## src/rtl/tx_fifo_pkg.sv

```systemverilog
// rtl/tx_fifo_pkg.sv - shared UART parameters and transmit-queue FSM encoding
package tx_fifo_pkg;

  localparam int NB_DATA_DEF = 8;
  localparam int NB_ADDR_DEF = 4;

  typedef enum logic [1:0] {
    ST_IDLE      = 2'd0,
    ST_START     = 2'd1,
    ST_WAIT_DONE = 2'd2
  } tx_state_t;

endpackage

```

## src/rtl/tx_fifo_if.sv

```systemverilog
// rtl/tx_fifo_if.sv - write and transmitter handshake bundle for tx_fifo
interface tx_fifo_if
  import tx_fifo_pkg::*;
#(
  parameter int NB_DATA = NB_DATA_DEF,
  parameter int NB_ADDR = NB_ADDR_DEF
);

  logic [NB_DATA-1:0] i_wr_data;
  logic               i_wr_valid;
  logic               i_tx_done;
  logic [NB_DATA-1:0] o_tx_data;
  logic               o_tx_start;
  logic               o_full;
  logic               o_empty;
  logic [NB_ADDR:0]   o_count;
  logic               o_overflow;

  // Producer side: ALU interface stage writes, transmitter reports completion
  modport master (
    output i_wr_data, i_wr_valid, i_tx_done,
    input  o_tx_data, o_tx_start, o_full, o_empty, o_count, o_overflow
  );

  // FIFO side
  modport slave (
    input  i_wr_data, i_wr_valid, i_tx_done,
    output o_tx_data, o_tx_start, o_full, o_empty, o_count, o_overflow
  );

endinterface

```

## src/rtl/tx_fifo_mem.sv

```systemverilog
// rtl/tx_fifo_mem.sv - dual-port register array, synchronous write, asynchronous read
module fifo_mem
  import tx_fifo_pkg::*;
#(
  parameter int NB_DATA = NB_DATA_DEF,
  parameter int NB_ADDR = NB_ADDR_DEF
) (
  input  logic               i_clock,
  input  logic               i_we,
  input  logic [NB_ADDR-1:0] i_waddr,
  input  logic [NB_DATA-1:0] i_wdata,
  input  logic [NB_ADDR-1:0] i_raddr,
  output logic [NB_DATA-1:0] o_rdata
);

  logic [NB_DATA-1:0] mem [2**NB_ADDR];

  // Contents are never reset; only the pointers decide what is valid
  always_ff @(posedge i_clock) begin
    if (i_we) begin
      mem[i_waddr] <= i_wdata;
    end
  end

  assign o_rdata = mem[i_raddr];

endmodule

```

## src/rtl/tx_fifo.sv

```systemverilog
// rtl/tx_fifo.sv - byte queue between the ALU interface stage and the UART transmitter
module tx_fifo
  import tx_fifo_pkg::*;
#(
  parameter int NB_DATA = NB_DATA_DEF,
  parameter int NB_ADDR = NB_ADDR_DEF
) (
  input  logic     i_clock,
  input  logic     i_reset,
  tx_fifo_if.slave bus
);

  localparam int               DEPTH      = 2**NB_ADDR;
  localparam logic [NB_ADDR:0] FULL_COUNT = (NB_ADDR+1)'(DEPTH);

  logic [NB_ADDR-1:0] wr_ptr;
  logic [NB_ADDR-1:0] rd_ptr;
  logic [NB_ADDR:0]   count;
  logic               overflow;
  logic [NB_DATA-1:0] rd_data;
  logic [NB_DATA-1:0] tx_data;
  logic               tx_start;
  tx_state_t          state;

  logic full;
  logic empty;
  logic push;
  logic pop;

  // Flags come only from the registered count, so a pop on the same edge
  // cannot make room for a write that arrives while full.
  assign full  = (count == FULL_COUNT);
  assign empty = (count == '0);
  assign push  = bus.i_wr_valid && !full;
  assign pop   = (state == ST_IDLE) && !empty;

  fifo_mem #(
    .NB_DATA (NB_DATA),
    .NB_ADDR (NB_ADDR)
  ) u_mem (
    .i_clock (i_clock),
    .i_we    (push),
    .i_waddr (wr_ptr),
    .i_wdata (bus.i_wr_data),
    .i_raddr (rd_ptr),
    .o_rdata (rd_data)
  );

  // Pointer, occupancy and sticky overflow bookkeeping
  always_ff @(posedge i_clock) begin
    if (i_reset) begin
      wr_ptr   <= '0;
      rd_ptr   <= '0;
      count    <= '0;
      overflow <= 1'b0;
    end else begin
      if (push) begin
        wr_ptr <= wr_ptr + NB_ADDR'(1);
      end
      if (pop) begin
        rd_ptr <= rd_ptr + NB_ADDR'(1);
      end
      case ({push, pop})
        2'b10:   count <= count + (NB_ADDR+1)'(1);
        2'b01:   count <= count - (NB_ADDR+1)'(1);
        default: count <= count;
      endcase
      if (bus.i_wr_valid && full) begin
        overflow <= 1'b1;
      end
    end
  end

  // Transmit sequencer: latch head byte, pulse start once, wait for done
  always_ff @(posedge i_clock) begin
    if (i_reset) begin
      state    <= ST_IDLE;
      tx_start <= 1'b0;
      tx_data  <= '0;
    end else begin
      case (state)
        ST_IDLE: begin
          tx_start <= 1'b0;
          if (!empty) begin
            tx_data <= rd_data;
            state   <= ST_START;
          end
        end
        ST_START: begin
          tx_start <= 1'b1;
          state    <= ST_WAIT_DONE;
        end
        ST_WAIT_DONE: begin
          tx_start <= 1'b0;
          if (bus.i_tx_done) begin
            state <= ST_IDLE;
          end
        end
        default: begin
          tx_start <= 1'b0;
          state    <= ST_IDLE;
        end
      endcase
    end
  end

  assign bus.o_tx_data   = tx_data;
  assign bus.o_tx_start  = tx_start;
  assign bus.o_full      = full;
  assign bus.o_empty     = empty;
  assign bus.o_count     = count;
  assign bus.o_overflow  = overflow;

endmodule

```

## src/flat_wrapper.sv

```systemverilog
// flat-port wrapper written by rule: the top's interface ports become plain ports
module tx_fifo_flat import tx_fifo_pkg::*;
#(
  parameter int NB_DATA = NB_DATA_DEF,
  parameter int NB_ADDR = NB_ADDR_DEF
)
  (i_clock, i_reset, bus_i_wr_data, bus_i_wr_valid, bus_i_tx_done, bus_o_tx_data, bus_o_tx_start, bus_o_full, bus_o_empty, bus_o_count, bus_o_overflow);
  tx_fifo_if #(.NB_DATA(NB_DATA), .NB_ADDR(NB_ADDR)) bus_i ();
  input  logic i_clock;
  input  logic i_reset;
  input wire logic [$bits(bus_i.i_wr_data)-1:0] bus_i_wr_data;
  input wire logic [$bits(bus_i.i_wr_valid)-1:0] bus_i_wr_valid;
  input wire logic [$bits(bus_i.i_tx_done)-1:0] bus_i_tx_done;
  output wire logic [$bits(bus_i.o_tx_data)-1:0] bus_o_tx_data;
  output wire logic [$bits(bus_i.o_tx_start)-1:0] bus_o_tx_start;
  output wire logic [$bits(bus_i.o_full)-1:0] bus_o_full;
  output wire logic [$bits(bus_i.o_empty)-1:0] bus_o_empty;
  output wire logic [$bits(bus_i.o_count)-1:0] bus_o_count;
  output wire logic [$bits(bus_i.o_overflow)-1:0] bus_o_overflow;
  assign bus_i.i_wr_data = bus_i_wr_data;
  assign bus_i.i_wr_valid = bus_i_wr_valid;
  assign bus_i.i_tx_done = bus_i_tx_done;
  assign bus_o_tx_data = bus_i.o_tx_data;
  assign bus_o_tx_start = bus_i.o_tx_start;
  assign bus_o_full = bus_i.o_full;
  assign bus_o_empty = bus_i.o_empty;
  assign bus_o_count = bus_i.o_count;
  assign bus_o_overflow = bus_i.o_overflow;
  tx_fifo #(.NB_DATA(NB_DATA), .NB_ADDR(NB_ADDR)) u_core (.i_clock(i_clock), .i_reset(i_reset), .bus(bus_i));
endmodule
```

## config.mk

```make
export PLATFORM = sky130hd
export DESIGN_NAME = tx_fifo_flat
export DESIGN_NICKNAME = d
export VERILOG_FILES = /design/src/rtl/tx_fifo_pkg.sv /design/src/rtl/tx_fifo_if.sv /design/src/rtl/tx_fifo_mem.sv /design/src/rtl/tx_fifo.sv /design/src/flat_wrapper.sv
export SDC_FILE = /design/constraint.sdc
export NUM_CORES = 1
export LEC_CHECK = 0
export ABC_AREA = 1
export CORE_MARGIN = 2
export CORE_UTILIZATION = 40
export DETAILED_ROUTE_END_ITERATION = 10
export SLEW_MARGIN = 20
export SYNTH_ARGS = -nofsm -noshare
export SYNTH_HDL_FRONTEND = slang
export SYNTH_SLANG_ARGS = --single-unit
```

## constraint.sdc

```tcl
create_clock -name i_clock -period 2 [get_ports i_clock]
set_input_delay 0.4 -clock i_clock [delete_from_list [all_inputs] [get_ports i_clock]]
set_output_delay 0.4 -clock i_clock [all_outputs]
set_load 0.01 [all_outputs]
```

==> impl_metrics.prom <==
# TYPE chip_impl_metric gauge
chip_impl_metric{name="htreeDepth",unit=""} 4
chip_impl_metric{name="max-clock-path-buffers",unit=""} 2
chip_impl_metric{name="critical_path.n_buffers_inverters",unit=""} 2
chip_impl_metric{name="leakage",unit="nW"} 3.36
chip_impl_metric{name="via_per_inst",unit=""} 4.86
chip_impl_metric{name="nNetsFinal",unit=""} 763
chip_impl_metric{name="max_cap_viol_count",unit=""} 0
chip_impl_metric{name="wl_per_cell",unit="µm"} 15.9
chip_impl_metric{name="clock_sinks",unit=""} 153
chip_impl_metric{name="drtAntennaViolNets",unit=""} 0
chip_impl_info{name="hold_path_class",value="flop to flop"} 1
chip_impl_metric{name="critPathArrivalTime",unit="ns"} 1.45
chip_impl_metric{name="finalSetupTns",unit="ns"} 0
chip_impl_metric{name="place_congestion",unit=""} 0.903
chip_impl_metric{name="antenna-diode-count",unit=""} 0
chip_impl_metric{name="nFillCells",unit=""} 1516
chip_impl_metric{name="detail_route.wirelength.met1",unit="µm"} 6560
chip_impl_metric{name="critical-path-max-stage-delay",unit="ns"} 0.53
chip_impl_info{name="worstSetupPathType",value="flop to output pin"} 1
chip_impl_metric{name="mappedNetlistNets",unit=""} 705
chip_impl_metric{name="num_io_pins",unit=""} 29
chip_impl_metric{name="number_of_antenna_violations_at_the_first_check_in_global_routing",unit=""} 0
chip_impl_metric{name="max_slew_headroom_at_the_worst_pin",unit=""} 0.607
chip_impl_metric{name="cts_buffers",unit=""} 17
chip_impl_metric{name="finalWirelength",unit="µm"} 15500
chip_impl_metric{name="seq_area_frac_synth",unit=""} 0.651
chip_impl_metric{name="synth-seq-cells",unit=""} 153
chip_impl_metric{name="syn_avg_cell_area",unit="µm²"} 9.75
chip_impl_metric{name="finalCritPeriodShare",unit=""} 0.923
chip_impl_info{name="cpMaxStageDelayCell",value="clkdlybuf4s50_1"} 1
chip_impl_info{name="timing.critical_path.cells",value="buf_4 -> clkdlybuf4s50_1"} 1
chip_impl_metric{name="number_of_distinct_library_cells_after_synthesis",unit=""} 23
chip_impl_info{name="largest_delay_share_family_worst_path",value="buffers and inverters"} 1
chip_impl_metric{name="critical_path.max_fanout",unit=""} 4
chip_impl_info{name="cts_root_buf",value="clkbuf_16"} 1
chip_impl_metric{name="wire_length_of_the_first_global_routing_pass",unit="µm"} 24400
chip_impl_metric{name="die-area",unit="µm²"} 17700
chip_impl_info{name="start_kind",value="flop"} 1
chip_impl_metric{name="initial_utilization",unit=""} 0.406
chip_impl_info{name="setup.worst_path.end_class",value="output pin"} 1
chip_impl_metric{name="yosys_warnings",unit=""} 0
chip_impl_metric{name="drt_first_iter_violations",unit=""} 379
chip_impl_metric{name="detail_route.drc_violations",unit=""} 0
chip_impl_metric{name="die_width",unit="µm"} 133
chip_impl_metric{name="power.density",unit="nW/µm²"} 1220
chip_impl_metric{name="tightestPinTransition",unit="ns"} 0.585
chip_impl_metric{name="gr_overflow_total",unit=""} 0
chip_impl_metric{name="final.setup.worst_slack",unit="ns"} 0.153
chip_impl_metric{name="syn_to_final_growth",unit="%"} 20.1
chip_impl_metric{name="synthesis.instances",unit=""} 685
chip_impl_metric{name="period_needed",unit="ns"} 1.85
chip_impl_metric{name="routed-wl-met3",unit="µm"} 991
chip_impl_metric{name="slew_viol_final",unit=""} 0
chip_impl_metric{name="timing.final.hold_violations",unit=""} 0
chip_impl_metric{name="multiInputGateArea",unit="µm²"} 1830
chip_impl_metric{name="finalSetupViolations",unit=""} 0
chip_impl_metric{name="worst-endpoint-required",unit="ns"} 1.60
chip_impl_metric{name="post-place-ws",unit="ns"} -0.0978
chip_impl_metric{name="grt_pass1_vias",unit=""} 4653
chip_impl_metric{name="numPortBuffers",unit=""} 28
chip_impl_info{name="dr.max_layer_used",value="met4"} 1
chip_impl_metric{name="final.setup_skew",unit="ns"} 0.00700
chip_impl_metric{name="worst_skew_pair.late_latency",unit="ns"} 0.42
chip_impl_info{name="status",value="finished, final reports clean"} 1
chip_impl_info{name="tritoncts_clock_tree",value="done"} 1
chip_impl_metric{name="detailed_placer_s_ending_hpwl",unit="µm"} 10100
chip_impl_metric{name="total_length_of_routed_met2_wires",unit="µm"} 7620
chip_impl_metric{name="grt_start_max_net_pins",unit=""} 52
chip_impl_metric{name="largest_voltage_drop_on_the_vdd_net",unit="µV"} 628
chip_impl_metric{name="post_cts_hold_buffer_count",unit=""} 0
chip_impl_metric{name="timing.fmax",unit="MHz"} 542
chip_impl_metric{name="drt_pre_antenna_iters",unit=""} 4
chip_impl_metric{name="grt_use_total",unit=""} 0.182
chip_impl_metric{name="die_h",unit="µm"} 133
chip_impl_metric{name="core_area",unit="µm²"} 16500
chip_impl_metric{name="share_of_cells_above_drive_strength_1",unit=""} 0.118
chip_impl_metric{name="num_vias",unit=""} 4742
chip_impl_metric{name="syn_area",unit="µm²"} 6680
chip_impl_metric{name="worst_setup_hold_path_clk_slew",unit="ns"} 0.06
chip_impl_metric{name="row_count",unit=""} 47
chip_impl_metric{name="layout.area.seq",unit="µm²"} 4350
==> metal layers <==
metal	track usage	up-vias
met4	0.0680	0
met3	0.0529	27
met1	0.232	2249
met5	0	-
li1	-	2323
met2	0.298	143
==> area by class of cell <==
cell class	instances	area share
clock buffer	18	0.0535
clock inverter	13	0.0131
inverter	98	0.0462
multi-input combinational	403	0.228
sequential	153	0.543
tap	220	0.0343
timing repair buffer	70	0.0818
==> final timing paths <==
| path | startpoint | end | slack [ns] | depth (start not counted) |
|---|---|---|---|---|
| max | u_core.bus.o_count[0]$_SDFFE_PP0P_ | bus_o_count[0] | 0.15 | 2 |
| min | u_core.state[1]$_SDFFE_PP0P_ | u_core.bus.o_tx_start$_SDFF_PP0_ | 0.44 | 1 |
| max reg2reg | u_core.bus.o_count[3]$_SDFFE_PP0P_ | u_core.bus.o_count[4]$_SDFFE_PP0P_ | 0.15 | 15 |
| min reg2reg | u_core.state[1]$_SDFFE_PP0P_ | u_core.bus.o_tx_start$_SDFF_PP0_ | 0.44 | 1 |
==> sequential cells by signal, summed over array words and instances (netlist names) <==
signal                 flops
u_core.bus.o_count         5
u_core.wr_ptr              4
u_core.u_mem.mem         128
u_core.state               2
u_core.bus.o_tx_data       8
u_core.bus.o_tx_start      1
u_core.rd_ptr              4
u_core.bus.o_overflow      1
==> cells in the mapped netlist <==
cell type	number	share of area
a21oi_1	13	0.0097
buf_2	14	0.010
buf_4	8	0.0090
buf_6	2	0.0034
clkbuf_1	6	0.0034
clkbuf_2	1	0.00075
clkinv_1	2	0.0011
dfxtp_1	25	0.075
edfxtp_1	128	0.58
ha_1	8	0.015
inv_1	91	0.051
inv_2	5	0.0028
nand2_1	201	0.11
nand2_2	2	0.0019
nand3_1	97	0.073
nand4_1	2	0.0019
nor2_1	56	0.031
nor3_1	1	0.00075
o21a_1	1	0.0011
o21ai_0	8	0.0060
o21ai_1	8	0.0060
xnor2_1	1	0.0013
xor2_1	5	0.0066
==> where the power goes <==
group | total (mW) | switching [mW] | internal (mW)
sequential | 3.81 | 0.137 | 3.67
combinational | 3.02 | 1.88 | 1.14
clock | 2.93 | 1.24 | 1.69
==> kinds of logic (layout without fill, tap and decap cells) <==
| logic type | after synthesis | count (layout) | share of synthesized area |
|---|---|---|---|
| AND/OR/NAND/NOR | 359 | 359 | 0.222 |
| flip-flops | 153 | 153 | 0.651 |
| buffers and inverters | 129 | 199 | 0.0821 |
| AO/OA/AOI/OAI | 30 | 30 | 0.0229 |
| adder cells (fa/ha/maj) | 8 | 8 | 0.0150 |
| XOR/XNOR | 6 | 6 | 0.00787 |
==> layout by cell type, fill, tap and decap left out, types with 2 or more instances in the layout <==
cell	netlist	layout
clkinvlp_4	0	3
o21ai_0	8	6
nor2_1	56	54
nand3_1	97	96
nand2_2	2	5
clkdlybuf4s50_1	0	26
inv_1	91	91
inv_6	0	2
o21ai_1	8	10
a21oi_1	13	13
dfxtp_2	0	3
inv_2	5	4
xor2_1	5	4
dlygate4sd2_1	0	2
buf_4	8	37
ha_1	8	6
clkbuf_16	0	17
nand4_1	2	2
clkinv_2	0	3
buf_12	0	5
clkinv_1	2	5
nand2_1	201	198
edfxtp_1	128	128
dfxtp_1	25	21
==> through the flow <==
step / cell area, µm² / hold WS, ns / total power [mW] / cells / util
2_1_floorplan: 6720 / 0.412 / 5.89 / 685 / -
3_3_place_gp: 7450 / 0.424 / 6.76 / 942 / 0.452
3_5_place_dp: 7450 / 0.429 / 6.81 / 942 / 0.452
4_1_cts: 7980 / 0.441 / 9.73 / 973 / 0.485
5_1_grt: 8020 / 0.472 / 10.3 / 975 / 0.487
6_report: 8020 / 0.439 / 9.76 / 975 / 0.487
==> timing repair <==
item / 4_1_cts / 5_1_grt
endpoints found under the setup margin: 2 / 3
pin swaps: 1 / 7
setup buffers: 0 / 2
gates resized for setup: 2 / 9
Note: power is estimated with default switching activity, not from simulation.
